<file path="src/rtl/uart_hex_frame_parser.sv">
// ASCII-hex line to binary frame converter: buffers one line of hex text from the
// UART receiver and replays it as a valid/ready byte stream with a last flag.
module uart_hex_frame_parser #(
  parameter int MAX_LEN = 64
) (
  input  logic       clk,
  input  logic       rstn,
  input  logic       rx_byte_en,
  input  logic [7:0] rx_byte,
  output logic       tx_valid,
  output logic [7:0] tx_data,
  output logic       tx_last,
  input  logic       tx_ready,
  output logic       err_pulse,
  output logic [1:0] err_code
);

  localparam int LEN_W = $clog2(MAX_LEN + 1);
  localparam int AW    = (MAX_LEN > 1) ? $clog2(MAX_LEN) : 1;

  localparam logic [1:0] ERR_BUSY     = 2'd0;
  localparam logic [1:0] ERR_ODD      = 2'd1;
  localparam logic [1:0] ERR_ILLEGAL  = 2'd2;
  localparam logic [1:0] ERR_OVERFLOW = 2'd3;

  typedef enum logic [1:0] {
    S_COLLECT,
    S_DISCARD,
    S_SEND
  } state_e;

  state_e           state_q, state_d;
  logic [LEN_W-1:0] len_q, len_d;
  logic [AW-1:0]    rd_q, rd_d;
  logic [3:0]       nib_hi_q, nib_hi_d;
  logic             nib_odd_q, nib_odd_d;
  logic [1:0]       err_stored_q, err_stored_d;
  logic             tx_valid_q, tx_valid_d;
  logic [7:0]       tx_data_q, tx_data_d;
  logic             tx_last_q, tx_last_d;
  logic             err_pulse_q, err_pulse_d;
  logic [1:0]       err_code_q, err_code_d;

  logic [7:0]       mem_q [2**AW];
  logic             wr_en;
  logic [7:0]       wr_data;

  // Character classification; letters map via their low nibble (a/A = x1 -> 10).
  logic       is_digit, is_alpha, is_hex, is_ws, is_term;
  logic [3:0] nib;
  logic [AW-1:0] rd_inc;
  logic       len_full;

  assign is_digit = (rx_byte >= 8'h30) && (rx_byte <= 8'h39);
  assign is_alpha = ((rx_byte >= 8'h41) && (rx_byte <= 8'h46)) ||
                    ((rx_byte >= 8'h61) && (rx_byte <= 8'h66));
  assign is_hex   = is_digit || is_alpha;
  assign is_ws    = (rx_byte == 8'h20) || (rx_byte == 8'h09);
  assign is_term  = (rx_byte == 8'h0D) || (rx_byte == 8'h0A);
  assign nib      = is_digit ? rx_byte[3:0] : (rx_byte[3:0] + 4'd9);
  assign rd_inc   = rd_q + AW'(1);
  assign len_full = (len_q == LEN_W'(MAX_LEN));

  always_comb begin
    // NOTE: every signal gets a default before any branch so no latch is inferred.
    state_d      = state_q;
    len_d        = len_q;
    rd_d         = rd_q;
    nib_hi_d     = nib_hi_q;
    nib_odd_d    = nib_odd_q;
    err_stored_d = err_stored_q;
    tx_valid_d   = tx_valid_q;
    tx_data_d    = tx_data_q;
    tx_last_d    = tx_last_q;
    err_pulse_d  = 1'b0;
    err_code_d   = err_code_q;
    wr_en        = 1'b0;
    wr_data      = {nib_hi_q, nib};

    unique case (state_q)
      S_COLLECT: begin
        if (rx_byte_en) begin
          if (is_hex) begin
            if (!nib_odd_q) begin
              nib_hi_d  = nib;
              nib_odd_d = 1'b1;
            end else if (len_full) begin
              state_d      = S_DISCARD;
              err_stored_d = ERR_OVERFLOW;
            end else begin
              wr_en     = 1'b1;
              len_d     = len_q + LEN_W'(1);
              nib_odd_d = 1'b0;
            end
          end else if (is_term) begin
            if (nib_odd_q) begin
              err_pulse_d = 1'b1;
              err_code_d  = ERR_ODD;
              len_d       = '0;
              nib_odd_d   = 1'b0;
            end else if (len_q != '0) begin
              // Last byte was written at least one strobe earlier, so mem_q[0] is settled.
              state_d    = S_SEND;
              rd_d       = '0;
              tx_valid_d = 1'b1;
              tx_data_d  = mem_q[0];
              tx_last_d  = (len_q == LEN_W'(1));
            end
          end else if (!is_ws) begin
            state_d      = S_DISCARD;
            err_stored_d = ERR_ILLEGAL;
          end
        end
      end

      S_DISCARD: begin
        if (rx_byte_en && is_term) begin
          err_pulse_d = 1'b1;
          err_code_d  = err_stored_q;
          len_d       = '0;
          nib_odd_d   = 1'b0;
          state_d     = S_COLLECT;
        end
      end

      S_SEND: begin
        if (rx_byte_en) begin
          err_pulse_d = 1'b1;
          err_code_d  = ERR_BUSY;
        end
        if (tx_valid_q && tx_ready) begin
          if (tx_last_q) begin
            state_d    = S_COLLECT;
            tx_valid_d = 1'b0;
            tx_last_d  = 1'b0;
            len_d      = '0;
            rd_d       = '0;
            nib_odd_d  = 1'b0;
          end else begin
            rd_d      = rd_inc;
            tx_data_d = mem_q[rd_inc];
            tx_last_d = (LEN_W'(rd_inc) == (len_q - LEN_W'(1)));
          end
        end
      end

      default: state_d = S_COLLECT;
    endcase
  end

  always_ff @(posedge clk or negedge rstn) begin
    if (!rstn) begin
      state_q      <= S_COLLECT;
      len_q        <= '0;
      rd_q         <= '0;
      nib_hi_q     <= '0;
      nib_odd_q    <= 1'b0;
      err_stored_q <= ERR_BUSY;
      tx_valid_q   <= 1'b0;
      tx_data_q    <= '0;
      tx_last_q    <= 1'b0;
      err_pulse_q  <= 1'b0;
      err_code_q   <= '0;
    end else begin
      state_q      <= state_d;
      len_q        <= len_d;
      rd_q         <= rd_d;
      nib_hi_q     <= nib_hi_d;
      nib_odd_q    <= nib_odd_d;
      err_stored_q <= err_stored_d;
      tx_valid_q   <= tx_valid_d;
      tx_data_q    <= tx_data_d;
      tx_last_q    <= tx_last_d;
      err_pulse_q  <= err_pulse_d;
      err_code_q   <= err_code_d;
    end
  end

  // NOTE: the frame buffer has no reset; len_q gates every read, so stale bytes never escape.
  always_ff @(posedge clk) begin
    if (wr_en) mem_q[len_q[AW-1:0]] <= wr_data;
  end

  assign tx_valid  = tx_valid_q;
  assign tx_data   = tx_data_q;
  assign tx_last   = tx_last_q;
  assign err_pulse = err_pulse_q;
  assign err_code  = err_code_q;

endmodule

</file>
<file path="config.mk">
export PLATFORM = sky130hd
export DESIGN_NAME = uart_hex_frame_parser
export DESIGN_NICKNAME = d
export VERILOG_FILES = /design/src/rtl/uart_hex_frame_parser.sv
export SDC_FILE = /design/constraint.sdc
export NUM_CORES = 1
export LEC_CHECK = 0
export ABC_AREA = 1
export CAP_MARGIN = 20
export CELL_PAD_IN_SITES_DETAIL_PLACEMENT = 0
export CELL_PAD_IN_SITES_GLOBAL_PLACEMENT = 1
export CORE_AREA = 2 2 231 233
export DETAILED_ROUTE_END_ITERATION = 6
export DIE_AREA = 0 0 233 235
export PLACE_DENSITY_LB_ADDON = 0.1
export SLEW_MARGIN = 20
export SYNTH_ARGS = -nofsm -noshare
export SYNTH_HDL_FRONTEND = slang
export SYNTH_SLANG_ARGS = --single-unit
</file>
<file path="constraint.sdc">
create_clock -name clk -period 2.3 [get_ports clk]
set_input_delay 0.23 -clock clk [delete_from_list [all_inputs] [get_ports clk]]
set_output_delay 0.23 -clock clk [all_outputs]
set_load 0.02 [all_outputs]
</file>
# ---- Word level (Yosys, flattened, before mapping)
# Memory sizes are Yosys's and may differ from the RTL's.
# Cells that the tools add are included.
dict set report word_totals {
  regBits 35
  ramBits 512
  memories 1
}
dict set report classes {
  add_sub_neg 4
  magnitude_cmp 6
  eq_ne 32
  n_mux 88
  bitwise_logic 1
  n_reduce_logical 22
}
# name words word_bits read_ports rd_clocked_by_memory_dff wr line
set mem_list {}
lappend mem_list {mem_q 64 8 2 0 1 44} ;# logic [7:0] mem_q [2**AW];
# op count
set ops {}
lappend ops {{2-to-1 mux 7 bit} 9}
lappend ops {{2-to-1 mux 8 bit} 7}
lappend ops {{2-to-1 mux 2 bit} 22}
lappend ops {{2-to-1 mux 6 bit} 7}
lappend ops {{2-to-1 mux 1 bit} 33}
lappend ops {{inequality test 2 bit, second input constant} 14}
lappend ops {{equality test 8 x 4 -> 1 bit, second input constant} 3}
lappend ops {{case mux 7 bit (3 select lines)} 1}
lappend ops {{AND reduction 9 bit} 2}
lappend ops {{>= comparator 8 x 7 -> 1 bit, second input constant} 2}
lappend ops {{less-or-equal comparator 8 x 7 -> 1 bit, second input constant} 2}
lappend ops {{case mux 8 bit (2 select lines)} 1}
lappend ops {{AND reduction 8 bit} 2}
lappend ops {{inequality test 3 bit, second input constant} 5}
lappend ops {{AND reduction 7 bit} 2}
lappend ops {{inequality test 4 bit, second input constant} 3}
lappend ops {{case mux 2 bit (3 select lines)} 2}
lappend ops {{case mux 6 bit (2 select lines)} 1}
lappend ops {{AND reduction 6 bit} 2}
lappend ops {{equality test 8 x 6 -> 1 bit, second input constant} 1}
lappend ops {{>= comparator 8 x 6 -> 1 bit, second input constant} 1}
lappend ops {{less-or-equal comparator 8 x 6 -> 1 bit, second input constant} 1}
lappend ops {{adder 7 x 1 -> 7 bit, second input constant} 1}
lappend ops {{equality test 6 x 7 -> 1 bit} 1}
lappend ops {{other kinds (19)} 28}

# ---- Longest topological paths before layout
dict set report depth {
  word_depth 9
  mapped_depth 15
  ltp_nobuf 14
}

# ---- Least setup slack after synthesis
# Ideal clock, no wire load.
dict set report synth_timing {
  kind {input-to-reg}
  start {input rx_byte[1]}
  end {memory mem_q[0][1] (data pin)}
  arrival_time_ps 3338
  required_time_ps 1591
  path_slack_ps -1747
  stages 6
  path_cell_list {inv_1 ha_1 nand3_1 nand3_1 nand3_2 o21ai_0}
}
dict set report synth_between {
  elab_chain_len 3
  word_cells_on_any_way 5
  cone_classes {add/sub: 1; order compare: 2; mux: 1; reduce/logical: 1}
}
# item line
set synth_rtl {}
lappend synth_rtl {{start, declared} 9} ;# input logic [7:0] rx_byte,
lappend synth_rtl {{>= comparator 8 x 6 -> 1 bit / less-or-equal comparator 8 x 6 -> 1 bit (equally long branches)} 54} ;# assign is_digit = (rx_byte >= 8'h30) && (rx_byte <= 8'h39);
lappend synth_rtl {{logical AND 1 bit} 54}
lappend synth_rtl {{2-to-1 mux 4 bit (*)} 60} ;# assign nib = is_digit ? rx_byte[3:0] : (rx_byte[3:0] + 4'd9);
lappend synth_rtl {{named net nib[1]} 50} ;# logic [3:0] nib;
lappend synth_rtl {{end, declared} 44}
# Mark *: on every way through the listed nets, which the timed path passes. The rest lies on a longest branch.

# ---- Worst setup path after layout
dict set report layout_timing {
  start {register rd_q[0]}
  end {register tx_data_q[5] (netlist: tx_data[5])}
}
dict set report layout_between {
  elab_chain_len 5
}
# item line
set layout_rtl {}
lappend layout_rtl {{start, declared} 34} ;# logic [AW-1:0] rd_q, rd_d;
lappend layout_rtl {{start signal, assigned} 167} ;# rd_q <= rd_d;
lappend layout_rtl {{adder 6 x 1 -> 6 bit} 61} ;# assign rd_inc = rd_q + AW'(1);
lappend layout_rtl {{memory read (64 x 8 bit)} --}
lappend layout_rtl {{2-to-1 mux 8 bit} 132} ;# if (tx_last_q) begin
lappend layout_rtl {{2-to-1 mux 8 bit} 131} ;# if (tx_valid_q && tx_ready) begin
lappend layout_rtl {{case mux 8 bit (2 select lines)} 80} ;# unique case (state_q)
lappend layout_rtl {{end signal, assigned} 172} ;# tx_data_q <= tx_data_d;
lappend layout_rtl {{end, declared} 39} ;# logic [7:0] tx_data_q, tx_data_d;
# Every way passes these cells. The select of a mux whose other input is x is not followed.
# A chain may end at the register's enable or synchronous reset.

==> metrics.yaml <==
status: "complete, but fails checks"
violations: "design-rule violations"
cp-start-kind: "flop"
post-route-period-util_pct: 99.76
drive_above_1_share_pct: 18.61
cts_tree: "yes"
postRouteAntennaNets: 0
drc: 1
post_dp_cell_area_mm2: 0.02668
dr_total_vias: 17100
vias_per_cell: 5.285
powerDensity_mw_per_mm2: 818.7
clk_pin_slew_ns: 0.06
yosysSeqAreaShare_pct: 68.28
cts_buffers: 56
hold_ws_ns: 0.2706
min_path_type: "in2async"
ir_drop_mv: 0.5670
cp.arrival_ns: 2.79
clk_path_buf_depth: 3
fin_worst_skew_ns: 0.01592
grt_antenna_before_repair: 2
relSlewSlack_pct: 45.37
grt_pass1_wl_um: 102500
ys_types: 35
wirelength_um: 70020
seqCellArea_mm2: 0.01626
syn_area_per_cell_um2: 10.34
area_growth_pct: 24.39
grt_max_degree: 67
crit_path_max_fanout: 11
place.gp.congestion: 0.8523
power.leakage_uw: 0.01186
dominantRegCellSynth: "edfxtp_1"
cp.required_ns: 2.80
dieArea_mm2: 0.05476
ys_warn_count: 0
setup_viol: 0
htreeDepth: 2
antennaDiodeCount: 0
io_buffers: 24
postSynthCellCount: 2302
final_nets: 2525
die_w_um: 233
ios: 25
fp.dieH_um: 235
cts-root-buf: "clkbuf_16"
fin_crit_ns: 2.295
fmax_ghz: 0.4358
stdcell_area_mm2: 0.02960
cpMaxStageDelayCell: "dfrtp_4"
core-area_mm2: 0.05224
cp_slowest_stage_delay_ns: 0.51
cts.sink_count: 547
ys_ff_latch: 547
dr.pass1.iters: 7
overflow: 0
slew_violations: 0
num_rows: 84
async_reset_ff_share_pct: 6.399
finalHoldViolCount: 0
wl_per_cell_um: 21.64
n_fill_cell: 4475
end_kind: "flop"
tightest_slew_ns: 0.8194
clock_latency_ns: 0.62
drtIter0Drc: 1513
initial_core_util_pct: 45.56
rsz0062_at_grt: "yes"
final.setup.tns_ns: 0
syn_area_mm2: 0.02380
grt_use_total_pct: 25.30
dpl.hpwl_um: 43860
multi_input_area_mm2: 0.007148
drv_cap: 0
crit_chain: "ha_4 -> buf_12 -> inv_8 -> clkbuf_16 -> nand3_1 -> nand3_1 -> nand3_1 -> nand3_2 -> nand3_2 -> nand3_2 -> nand2_2 -> nand2_1"
finish.utilization_pct: 56.68
critical_path_class: "reg2reg"
first_global_vias: 16670
syn-num-nets: 2326
synth_edf_count: 512
-- through the flow --
stage / power (µW) / worst slack [ns] / instances
2_1_floorplan: 13350 / -0.06691 / 2302
3_3_place_gp: 15150 / -0.5060 / 3112
3_5_place_dp: 15140 / -0.5216 / 3112
4_1_cts: 24360 / -0.02301 / 3224
5_1_grt: 25050 / -0.06963 / 3235
6_report: 24240 / 0.005412 / 3235
-- cells by family (layout without fill, tap and decap cells) --
group / Yosys count / after routing / synth area share (%)
xor gates and xnor gates: 18 / 18 / 0.7728
buffers and inverters: 262 / 507 / 4.616
muxes: 4 / 4 / 0.1893
and+or+nand+nor: 1371 / 1371 / 23.55
adders and majority gates: 12 / 12 / 0.6309
AOI/OAI and AO/OA: 88 / 88 / 1.956
DFF: 547 / 547 / 68.28
-- sequential cells by signal, indices dropped and copies added (netlist names) --
name	count
state_q	2
err_stored_q	2
nib_hi_q	4
err_pulse	1
err_code	2
tx_valid	1
rd_q	6
nib_odd_q	1
len_q	7
tx_last	1
tx_data	8
mem_q	512
-- cells in the mapped netlist, drive strengths merged, types with 2 or more instances --
cell type,number,area [µm²]
inv,146,548.0
a21oi,6,30.03
nand3b,2,15.01
nand4,4,25.02
nor3,2,10.01
edfxtp,512,15370
buf,76,399.1
a211oi,2,20.02
nand3,333,1682
dfrtp,35,875.8
xnor2,5,43.79
ha,12,150.1
o21ai,75,375.4
clkbuf,39,147.6
nor2,209,787.0
mux2,4,45.04
xor2,13,140.1
nand2,821,3087
-- area by class of cell --
cell class	count	share of cell area, %
Timing Repair Buffer	255	9.712
Timing Repair inverter	1	0.03804
Inverter	147	1.931
Clock inverter	35	1.200
Sequential cell	547	54.92
Tap cell	688	2.908
Clock buffer	69	5.143
Multi-Input combinational cell	1493	24.15
-- worst max-delay path: cells and delay by family, from the launching register on --
family | cells | cell delay (ns)
fa+ha+maj | 1 | 0.39
buf+inv | 3 | 0.39
flops | 1 | 0.51
simple gates | 8 | 0.89
-- what timing repair did --
action / 4_1_cts / 5_1_grt
setup buffers: 3 / 4
cloned: 4 / 9
hold endpoints to repair: 35 / 0
endpoints found under the setup margin: 366 / 361
hold buffers: 1 / 0
pin swaps: 10 / 35
resized for setup: 54 / 110
-- metal layers --
layer,global-route usage [%],up-vias,part of all wire [%]
li1,-,8096,-
met5,0,-,0.019
met2,41.44,535,48
met1,35.29,8361,44
met4,6.678,2,2.6
met3,3.920,104,6.0
-- final timing paths --
path / start / cells after the start / slack, ns / endpoint
worst max-delay path: rd_q[0] / 12 / 0.005 / tx_data[5]
worst min register to register: tx_data[3] / 2 / 0.48 / tx_data[3]
worst min-delay path: rstn / 2 / 0.27 / err_code[1]
worst max register to register: rd_q[0] / 12 / 0.005 / tx_data[5]
max in group asynchronous: rstn / 2 / 1.43 / rd_q[0]
min in group clk: rx_byte_en / 3 / 0.40 / err_pulse
-- cell usage in the layout, fill, tap and decap left out, drive strengths merged, types with 5 or more instances in the layout --
master           n
nand3          333
a21oi            6
buf            223
dfrtp           35
edfxtp         512
o21ai           75
ha              12
clkbuf          77
nor2           209
bufinv           7
xor2            13
nand2          821
clkinv          28
clkdlybuf4s50   23
xnor2            5
inv            146
-- power by group --
group          internal [µW]  switching [µW]
combinational            943            2010
sequential             11700             316
clock                   5460            3760
Power figures use the tool's default switching activity.
